[src/rtl/cca_sweep_ctl_pkg.sv]
// Purpose: shared types and defaults for the cache sweep controller and its entry counter.
// Latency: n/a (types, constants and helper functions only).
// Backpressure: n/a.
//
// Contents: sweep function and FSM state enums, default geometry, address-width helper.
// Optional feature macro used by the controller: CCA_PAGE_SWEEP_EN.
package cca_sweep_ctl_pkg;

    localparam int unsigned NSETS_DEF  = 128;
    localparam int unsigned NWAYS_DEF  = 4;
    localparam int unsigned PAGE_W_DEF = 13;
    localparam int unsigned ADDR_W_DEF = $clog2(NSETS_DEF) + $clog2(NWAYS_DEF);

    // Sweep function as latched by the controller; the raw 2'b11 code folds to VALIDATE.
    typedef enum logic [1:0] {
        FUNC_CLEAR    = 2'b00,
        FUNC_VALIDATE = 2'b01,
        FUNC_UNLOAD   = 2'b10
    } sweep_func_e;

    typedef enum logic [2:0] {
        ST_IDLE = 3'd0,
        ST_RD   = 3'd1,
        ST_CHK  = 3'd2,
        ST_WB   = 3'd3,
        ST_WR   = 3'd4,
        ST_DONE = 3'd5
    } sweep_state_e;

    function automatic sweep_func_e decode_func(input logic [1:0] raw);
        case (raw)
            2'b00:   return FUNC_CLEAR;
            2'b10:   return FUNC_UNLOAD;
            default: return FUNC_VALIDATE;
        endcase
    endfunction

    // Entry address is {set, way}, so its width is the sum of both index widths.
    function automatic int unsigned entry_addr_w(input int unsigned nsets, input int unsigned nways);
        return $clog2(nsets) + $clog2(nways);
    endfunction

endpackage

[src/rtl/cca_sweep_ctr.sv]
// Purpose: directory entry counter for the sweep, {set, way} order with way fastest.
// Latency: count updates one clk after clr/inc; last is combinational from the count.
// Backpressure: none; the controller only pulses inc when it moves to the next entry.
//
// Ports: clk, RESET_N (sync, active-low), clr, inc, cnt (current entry), last (cnt is final entry).
module cca_sweep_ctr #(
    parameter int unsigned NENT   = 512,
    parameter int unsigned ADDR_W = 9
) (
    input  logic              clk,
    input  logic              RESET_N,
    input  logic              clr,
    input  logic              inc,
    output logic [ADDR_W-1:0] cnt,
    output logic              last
);

    localparam logic [ADDR_W-1:0] LAST_IDX = ADDR_W'(NENT - 1);

    logic [ADDR_W-1:0] cnt_d;
    logic [ADDR_W-1:0] cnt_q;

    // A plain binary increment walks ways first because the way index sits in the low bits.
    always_comb begin
        cnt_d = cnt_q;
        if (clr) begin
            cnt_d = '0;
        end else if (inc) begin
            cnt_d = cnt_q + ADDR_W'(1);
        end
    end

    always_ff @(posedge clk) begin
        if (!RESET_N) begin
            cnt_q <= '0;
        end else begin
            cnt_q <= cnt_d;
        end
    end

    assign cnt  = cnt_q;
    assign last = (cnt_q == LAST_IDX);

endmodule

[src/rtl/cca_sweep_ctl.sv]
// Purpose: sequences cache clear / validate / unload sweeps over every directory entry.
// Latency: 2 clk per skipped entry, 3 per rewritten entry, plus writeback handshake time.
// Backpressure: ebox_hold stalls only the read step; wb_req is held until wb_ack.
//
// Ports: clk, RESET_N (sync, active-low); start/func request; ebox_hold pause;
//        dir_rd/dir_adr read with dir_valid/dir_dirty returned next cycle;
//        wb_req/wb_ack writeback handshake; dir_wr/dir_wr_valid/dir_wr_dirty rewrite;
//        SWEEP_BUSY level and SWEEP_DONE pulse to the APR.
// Optional: CCA_PAGE_SWEEP_EN adds page_sweep/page_sel (sampled with start) and dir_page,
//        restricting the sweep to entries whose tag page matches page_sel.
module cca_sweep_ctl
    import cca_sweep_ctl_pkg::*;
#(
    parameter int unsigned NSETS  = NSETS_DEF,
    parameter int unsigned NWAYS  = NWAYS_DEF,
    parameter int unsigned PAGE_W = PAGE_W_DEF,
    localparam int unsigned ADDR_W = entry_addr_w(NSETS, NWAYS)
) (
    input  logic              clk,
    input  logic              RESET_N,
    input  logic              start,
    input  logic [1:0]        func,
`ifdef CCA_PAGE_SWEEP_EN
    input  logic              page_sweep,
    input  logic [PAGE_W-1:0] page_sel,
    input  logic [PAGE_W-1:0] dir_page,
`endif
    input  logic              ebox_hold,
    output logic              dir_rd,
    output logic [ADDR_W-1:0] dir_adr,
    input  logic              dir_valid,
    input  logic              dir_dirty,
    output logic              wb_req,
    input  logic              wb_ack,
    output logic              dir_wr,
    output logic              dir_wr_valid,
    output logic              dir_wr_dirty,
    output logic              SWEEP_BUSY,
    output logic              SWEEP_DONE
);

    // Geometry sanity: power-of-two sets/ways and a non-empty page field.
    if (PAGE_W < 1 || NSETS < 2 || (NSETS & (NSETS - 1)) != 0 ||
        NWAYS < 1 || (NWAYS & (NWAYS - 1)) != 0) begin : g_bad_cfg
        $error("cca_sweep_ctl: NSETS/NWAYS must be powers of two and PAGE_W >= 1");
    end

    sweep_state_e state_d;
    sweep_state_e state_q;
    sweep_func_e  func_d;
    sweep_func_e  func_q;

    logic              ctr_clr;
    logic              ctr_inc;
    logic              ctr_last;
    logic [ADDR_W-1:0] ctr_cnt;

    logic entry_sel;
    logic need_wb;
    logic need_wr;

`ifdef CCA_PAGE_SWEEP_EN
    logic              page_sweep_d;
    logic              page_sweep_q;
    logic [PAGE_W-1:0] page_sel_d;
    logic [PAGE_W-1:0] page_sel_q;

    // A page-restricted sweep treats any entry from another page as if it were invalid.
    assign entry_sel = ~page_sweep_q | (dir_page == page_sel_q);
`else
    assign entry_sel = 1'b1;
`endif

    // Writeback only for dirty lines, and never when the contents are being discarded.
    assign need_wb = entry_sel & dir_valid & dir_dirty & (func_q != FUNC_CLEAR);
    // Rewrite when the entry is invalidated (CLEAR/UNLOAD) or has a dirty bit to clear.
    assign need_wr = entry_sel & dir_valid & ((func_q != FUNC_VALIDATE) | dir_dirty);

    cca_sweep_ctr #(
        .NENT   (NSETS * NWAYS),
        .ADDR_W (ADDR_W)
    ) u_ctr (
        .clk     (clk),
        .RESET_N (RESET_N),
        .clr     (ctr_clr),
        .inc     (ctr_inc),
        .cnt     (ctr_cnt),
        .last    (ctr_last)
    );

    // State register.
    always_ff @(posedge clk) begin
        if (!RESET_N) begin
            state_q      <= ST_IDLE;
            func_q       <= FUNC_CLEAR;
`ifdef CCA_PAGE_SWEEP_EN
            page_sweep_q <= 1'b0;
            page_sel_q   <= '0;
`endif
        end else begin
            state_q      <= state_d;
            func_q       <= func_d;
`ifdef CCA_PAGE_SWEEP_EN
            page_sweep_q <= page_sweep_d;
            page_sel_q   <= page_sel_d;
`endif
        end
    end

    // Next-state logic; also owns the counter controls and the request latches.
    always_comb begin
        state_d      = state_q;
        func_d       = func_q;
        ctr_clr      = 1'b0;
        ctr_inc      = 1'b0;
`ifdef CCA_PAGE_SWEEP_EN
        page_sweep_d = page_sweep_q;
        page_sel_d   = page_sel_q;
`endif
        case (state_q)
            ST_IDLE: begin
                if (start) begin
                    func_d       = decode_func(func);
                    ctr_clr      = 1'b1;
`ifdef CCA_PAGE_SWEEP_EN
                    page_sweep_d = page_sweep;
                    page_sel_d   = page_sel;
`endif
                    state_d      = ST_RD;
                end
            end
            ST_RD: begin
                if (!ebox_hold) begin
                    state_d = ST_CHK;
                end
            end
            ST_CHK: begin
                if (need_wb) begin
                    state_d = ST_WB;
                end else if (need_wr) begin
                    state_d = ST_WR;
                end else if (ctr_last) begin
                    state_d = ST_DONE;
                end else begin
                    ctr_inc = 1'b1;
                    state_d = ST_RD;
                end
            end
            ST_WB: begin
                if (wb_ack) begin
                    state_d = ST_WR;
                end
            end
            ST_WR: begin
                if (ctr_last) begin
                    state_d = ST_DONE;
                end else begin
                    ctr_inc = 1'b1;
                    state_d = ST_RD;
                end
            end
            ST_DONE: begin
                state_d = ST_IDLE;
            end
            default: begin
                state_d = ST_IDLE;
            end
        endcase
    end

    // Output decode. Everything is forced low while RESET_N is asserted so an abort
    // takes effect in the same cycle rather than one edge later.
    always_comb begin
        dir_rd       = 1'b0;
        wb_req       = 1'b0;
        dir_wr       = 1'b0;
        dir_wr_valid = 1'b0;
        dir_wr_dirty = 1'b0;
        SWEEP_BUSY   = 1'b0;
        SWEEP_DONE   = 1'b0;
        if (RESET_N) begin
            case (state_q)
                ST_RD: begin
                    dir_rd     = ~ebox_hold;
                    SWEEP_BUSY = 1'b1;
                end
                ST_CHK: begin
                    SWEEP_BUSY = 1'b1;
                end
                ST_WB: begin
                    wb_req     = 1'b1;
                    SWEEP_BUSY = 1'b1;
                end
                ST_WR: begin
                    dir_wr       = 1'b1;
                    dir_wr_valid = (func_q == FUNC_VALIDATE);
                    SWEEP_BUSY   = 1'b1;
                end
                ST_DONE: begin
                    SWEEP_DONE = 1'b1;
                end
                default: begin
                    SWEEP_BUSY = 1'b0;
                end
            endcase
        end
    end

    assign dir_adr = RESET_N ? ctr_cnt : '0;

endmodule

[config.mk]
export PLATFORM = sky130hd
export DESIGN_NAME = cca_sweep_ctl
export DESIGN_NICKNAME = d
export VERILOG_FILES = /design/src/rtl/cca_sweep_ctl_pkg.sv /design/src/rtl/cca_sweep_ctr.sv /design/src/rtl/cca_sweep_ctl.sv
export SDC_FILE = /design/constraint.sdc
export NUM_CORES = 1
export LEC_CHECK = 0
export ABC_AREA = 1
export CELL_PAD_IN_SITES_DETAIL_PLACEMENT = 0
export CELL_PAD_IN_SITES_GLOBAL_PLACEMENT = 2
export CORE_MARGIN = 2
export CORE_UTILIZATION = 31
export CTS_BUF_LIST = sky130_fd_sc_hd__clkbuf_2 sky130_fd_sc_hd__clkbuf_4 sky130_fd_sc_hd__clkbuf_8
export DETAILED_ROUTE_END_ITERATION = 8
export DONT_BUFFER_PORTS = 1
export PLACE_DENSITY = 0.81
export SETUP_SLACK_MARGIN = 0.15
export SLEW_MARGIN = 40
export SYNTH_ARGS = -nofsm -noshare
export SYNTH_HDL_FRONTEND = slang
export SYNTH_SLANG_ARGS = --single-unit
export TNS_END_PERCENT = 1
[constraint.sdc]
create_clock -name clk -period 1.8 [get_ports clk]
set_input_delay 0.36 -clock clk [delete_from_list [all_inputs] [get_ports clk]]
set_output_delay 0.36 -clock clk [all_outputs]
set_load 0.1 [all_outputs]
======== Word level (Yosys, flattened, before mapping) ========
Index checks and enable logic that the tools add are counted.
storage, ports and cells
  bits of input ports ..................... 9
  word-level logic and storage cells ...... 56
  register bits ........................... 14
  output and inout port bits .............. 16
operators by class
  muxes and demuxes ....................... 27
  reductions and logical operators ........ 7
  bitwise gates (word level) .............. 6
  equal/unequal tests ..................... 12
  add/subtract/negate cells ............... 1
operators with widths
  operator                                                                 count
  3-bit two-way mux                                                        6
  1-bit two-way mux                                                        17
  3-bit one-hot mux with 5 select lines                                    1
  9-bit by 1-bit adder with 9-bit output, second input constant            1
  9-bit == test, second input constant                                     1
  9-bit two-way mux                                                        1
  3-bit by 2-bit == test with 1-bit output, second input constant          2
  3-bit == test, second input constant                                     2
  2-bit inequality test, second input constant                             3
  2-bit one-hot mux with 2 select lines                                    1
  4-bit OR reduction                                                       1
  1-bit AND                                                                3
  3-bit by 1-bit == test with 1-bit output, second input constant          1
  3-bit zero test                                                          1
  3-bit AND reduction                                                      1
  2-bit by 1-bit == test with 1-bit output, second input constant          1
  2-bit == test, second input constant                                     1
  2-bit zero test                                                          1
  2-bit by 1-bit inequality test with 1-bit output, second input constant  1
  1-bit NOT                                                                2
  1-bit one-hot mux with 2 select lines                                    1
  2-bit AND reduction                                                      1
  2-bit nonzero test                                                       1
  2-bit OR reduction                                                       1
  1-bit OR                                                                 1

======== Logic depth before layout (Yosys ltp) ========
  word-level depth ........................ 6
  gate-level depth with buffers ........... 11
  depth with buffers taken out ............ 11

======== By module ========
Synthesis repeated with hierarchy kept, for this count alone.
second synthesis, totals
  cell total of the unflattened synthesis .. 150
  area, all modules ....................... 962.2 µm²
by module, submodules not included
  module         area each (µm²)  cells an instance  times used  sequential area each (µm²)
  cca_sweep_ctl  491.7            88                 1           100.1
  cca_sweep_ctr  470.5            62                 1           180.2

======== Worst setup path before layout ========
No wires, ideal clock.
  path type ............................... reg2out
  start point ............................. register state_q[1]
  end point ............................... output port dir_wr_valid
  data required time ...................... 1.440 ns
  arrival ................................. 3.518 ns
  buffers on the path ..................... 0
  stages on the path, launching flop included .. 4
  setup slack ............................. -2.078 ns
  path through ............................ dfxtp_1 -> nor2_2 -> nand2_1 -> nor4_1
on the way
  word-level cells in the longest chain between the ends .. 3
RTL lines
  item                      RTL line              source
  start: declaration        cca_sweep_ctl.sv:49   sweep_state_e state_q;
  start signal: assignment  cca_sweep_ctl.sv:101  state_q <= state_d;
  3-bit == test             cca_sweep_ctl.sv:182  case (state_q)
  1-bit two-way mux         cca_sweep_ctl.sv:182
  1-bit two-way mux         cca_sweep_ctl.sv:181  if (RESET_N) begin
  end: declaration          cca_sweep_ctl.sv:36   output logic dir_wr_valid,
No other way between the ends.

======== Worst setup path after layout ========
  start point ............................. register state_q[0]
  end point ............................... output port SWEEP_BUSY
on the way
  word-level cells in the longest chain between the ends .. 4
  elaborated cells on any way between the ends .. 7
  classes of those cells .................. 4 x eq/ne; 2 x mux; 1 x reduce/logical
RTL lines
  item                                         RTL line              source
  3-bit == test, or another cell as far along  cca_sweep_ctl.sv:182
  4-bit OR reduction (no source line) *        --
  1-bit two-way mux *                          cca_sweep_ctl.sv:182
  1-bit two-way mux *                          cca_sweep_ctl.sv:181
  end: declaration                             cca_sweep_ctl.sv:38   output logic SWEEP_BUSY,
Mark *: on every way between the ends. The rest lies on a longest branch, timed or not.

==> flow_summary.toml <==
[timing]
setup_ws_ps = 46.5
slew_viol_final = 0
finalCriticalPeriod_ps = 1750
fmax_ghz = 0.570
timing.hold.ws_ps = 219
hold_violations = 0
fin_worst_skew_ps = 9.37
setup_violations = 0
rsz0062_at_grt = "true"
min_period_over_period = 0.974

[synth]
ys.flop_type = "dfxtp_1"
synth_top_area_cell = "dfxtp_1"
synth.distinct_cells = 29
async_flop_share = 0
synth-warning-count = 0
yosysSeqAreaShare = 0.266
synthesis.area_um2 = 1050
synth-edff-count = 0
synth_top_area_frac = 0.266
netlist_top_cells_area = "dfxtp_1 (27%), nand2_1 (12%), inv_1 (9.6%)"
netlist_instances = 155
synthesis.nets = 166
synth.most_common_cell = "nand2_1"
synthTopCellsByCount = "nand2_1 (33), inv_1 (27), nand3_1 (20)"
synth_seq_cells = 14
avgSynthCellArea_um2 = 6.80

[final_layout]
diodes = 0
layout-drive-gt1-share = 0.457
final_nets = 200
syn2layout_area_growth_pct = 50.2

[drt]
dr.pass1.iters = 4
drt-initial-drc-count = 28
routedLengthMet1_um = 1210
dr_wl_met2_um = 1450
routed_wl_um = 2830
wl_per_cell_um = 12.1
met3_length_um = 128
drtAntennaViolNets = 0
via_count = 1101
via_per_inst = 4.71
highest_layer = "met4"
drcViolationCount = 0

[setup_path]
path_max_fanout = 4
required_ps = 1440
r2r_end = "u_ctr.cnt[2]"
r2r_cells = 11
cp-end-kind = "output port"
cpPeakStageDelay_ps = 360
r2r-start = "u_ctr.cnt[0]"
start_kind = "flop"
path_cells = "nor2_4 > buf_4 > inv_1 > nand2_2 > and3_4 > buf_12"
arrival_ps = 1390
cpMaxStageDelayCell = "dfxtp_4"
r2r_slack_ps = 50
criticalPathCategory = "flop to output port"

[power_and_ir_drop]
swShare = 0.443
p_int_mw = 0.731
p_sw_mw = 0.581
vdd_drop_max_mv = 0.323
power_frac_seq = 0.291
p_total_mw = 1.31
powerDensity_nw_per_um2 = 829
combPwrFrac = 0.533
power_frac_clock = 0.176
power_leakage_nw = 0.716

[placed_design]
io_buffers = 0
gp_congestion = 0.812
dp_slack_ps = 35.1
dp_hpwl_um = 2000

[hold_path]
holdCritStartpoint = "func[1]"
hp-class = "input pin to flop"
holdPathStages = 2
hold_end = "func_q[1]"

[floorplanning]
rows = 21
num_io_pins = 25
die_area_um2 = 3880
start_util = 0.318
die-width_um = 62.3
die_h_um = 62.3
core_area_um2 = 3310

[job]
maxCapViolCount = 0

[cts]
tritoncts_num_sinks = 14
cts_buffer_depth = 2
cts.clk_slew.worst_paths_ps = 90
htree_num_levels = 1
cts_tree = "built"
clk_latency_ps = 290
ctsHoldBuffers = 0
cts-root-buf = "clkbuf_4"
cts_buffers = 3

[global_route]
grtUsageTotal = 0.139
grt_pass1_vias = 1055
overflow = 0
antenna_found_initial = 0
grt_pass1_wl_um = 4450
grt_max_degree = 17

[outcome]
status = "finished clean"
## timing repair
item                                    in CTS  in global routing
endpoints found under the hold margin        0                  0
pin swaps                                    3                  9
buffers inserted                             6                  2
endpoints found under the setup margin      16                 16
gates cloned                                 0                  3
resized for setup                            4                 24
## area by class of cell
| type | count | area, um^2 |
|---|---|---|
| Fill cell | 341 | 1730 |
| Multi-Input combinational cell | 110 | 773 |
| Timing Repair Buffer | 31 | 308 |
| Clock buffer | 4 | 36.3 |
| Tap cell | 46 | 57.6 |
| Inverter | 29 | 114 |
| Sequential cell | 14 | 294 |
## how the worst max path moves through the flow
stage / from / end / slack (ps) / cells after the start
after floorplan: RESET_N / SWEEP_DONE / -250 / 3
after global placement: u_ctr.cnt[0] / u_ctr.cnt[7] / 90 / 11
after detailed placement: u_ctr.cnt[1] / u_ctr.cnt[1] / 40 / 11
after CTS: state_q[1] / dir_wr_valid / 20 / 4
after global routing: u_ctr.cnt[0] / u_ctr.cnt[0] / -80 / 11
final: state_q[0] / SWEEP_BUSY / 50 / 6
## layer usage
layer  global-route usage  vias to the layer above
met2                0.246                       24
met4               0.0417                        0
met3               0.0308                        5
met5                    0                        -
li1                     -                      567
met1                0.167                      505
## power by group through the flow
stage               clock (mW)  sequential [mW]  combinational (mW)
global placement             0            0.402               0.520
global route             0.254            0.386               0.752
detailed placement           0            0.406               0.527
CTS                      0.237            0.378               0.648
finish                   0.231            0.382               0.699
floorplan                    0            0.395               0.418
## cell usage in the layout (no fill, tap or decap), drive strengths merged
| master | instances |
|---|---|
| conb | 1 |
| nor3 | 1 |
| nor2 | 8 |
| buf | 31 |
| nand3 | 25 |
| clkbuf | 4 |
| and3 | 1 |
| o211ai | 1 |
| dfxtp | 14 |
| ha | 2 |
| o21ai | 2 |
| nand4 | 5 |
| inv | 29 |
| a211oi | 1 |
| a21oi | 11 |
| nand2 | 45 |
| nor4 | 3 |
| nor2b | 1 |
| xor2 | 3 |
## cell families after synthesis
kind of cell | share of synthesized area
other cells | 0.00356
xor+xnor | 0.0249
compound gates | 0.109
buf+inv | 0.139
simple gates | 0.434
fa+ha+maj | 0.0237
flops | 0.266
## flip-flops by register name, summed over array words and instances (netlist names)
name       cells
u_ctr.cnt      9
func_q         2
state_q        3
## critical path, delay by kind of cell (launching register included)
kind          cells  cell delay, ps
simple gates      3             410
buf+inv           3             350
flops             1             360
## per-stage QoR
step / TNS (ps) / utilization / instances / cell area (um^2)
3_5_place_dp: 0 / 0.409 / 219 / 1350
6_report: 0 / 0.478 / 234 / 1580
3_3_place_gp: 0 / 0.409 / 219 / 1350
5_1_grt: -576 / 0.478 / 234 / 1580
2_1_floorplan: -969 / - / 155 / 1110
4_1_cts: 0 / 0.437 / 229 / 1450
No activity file was read; power rests on OpenSTA's default activity.
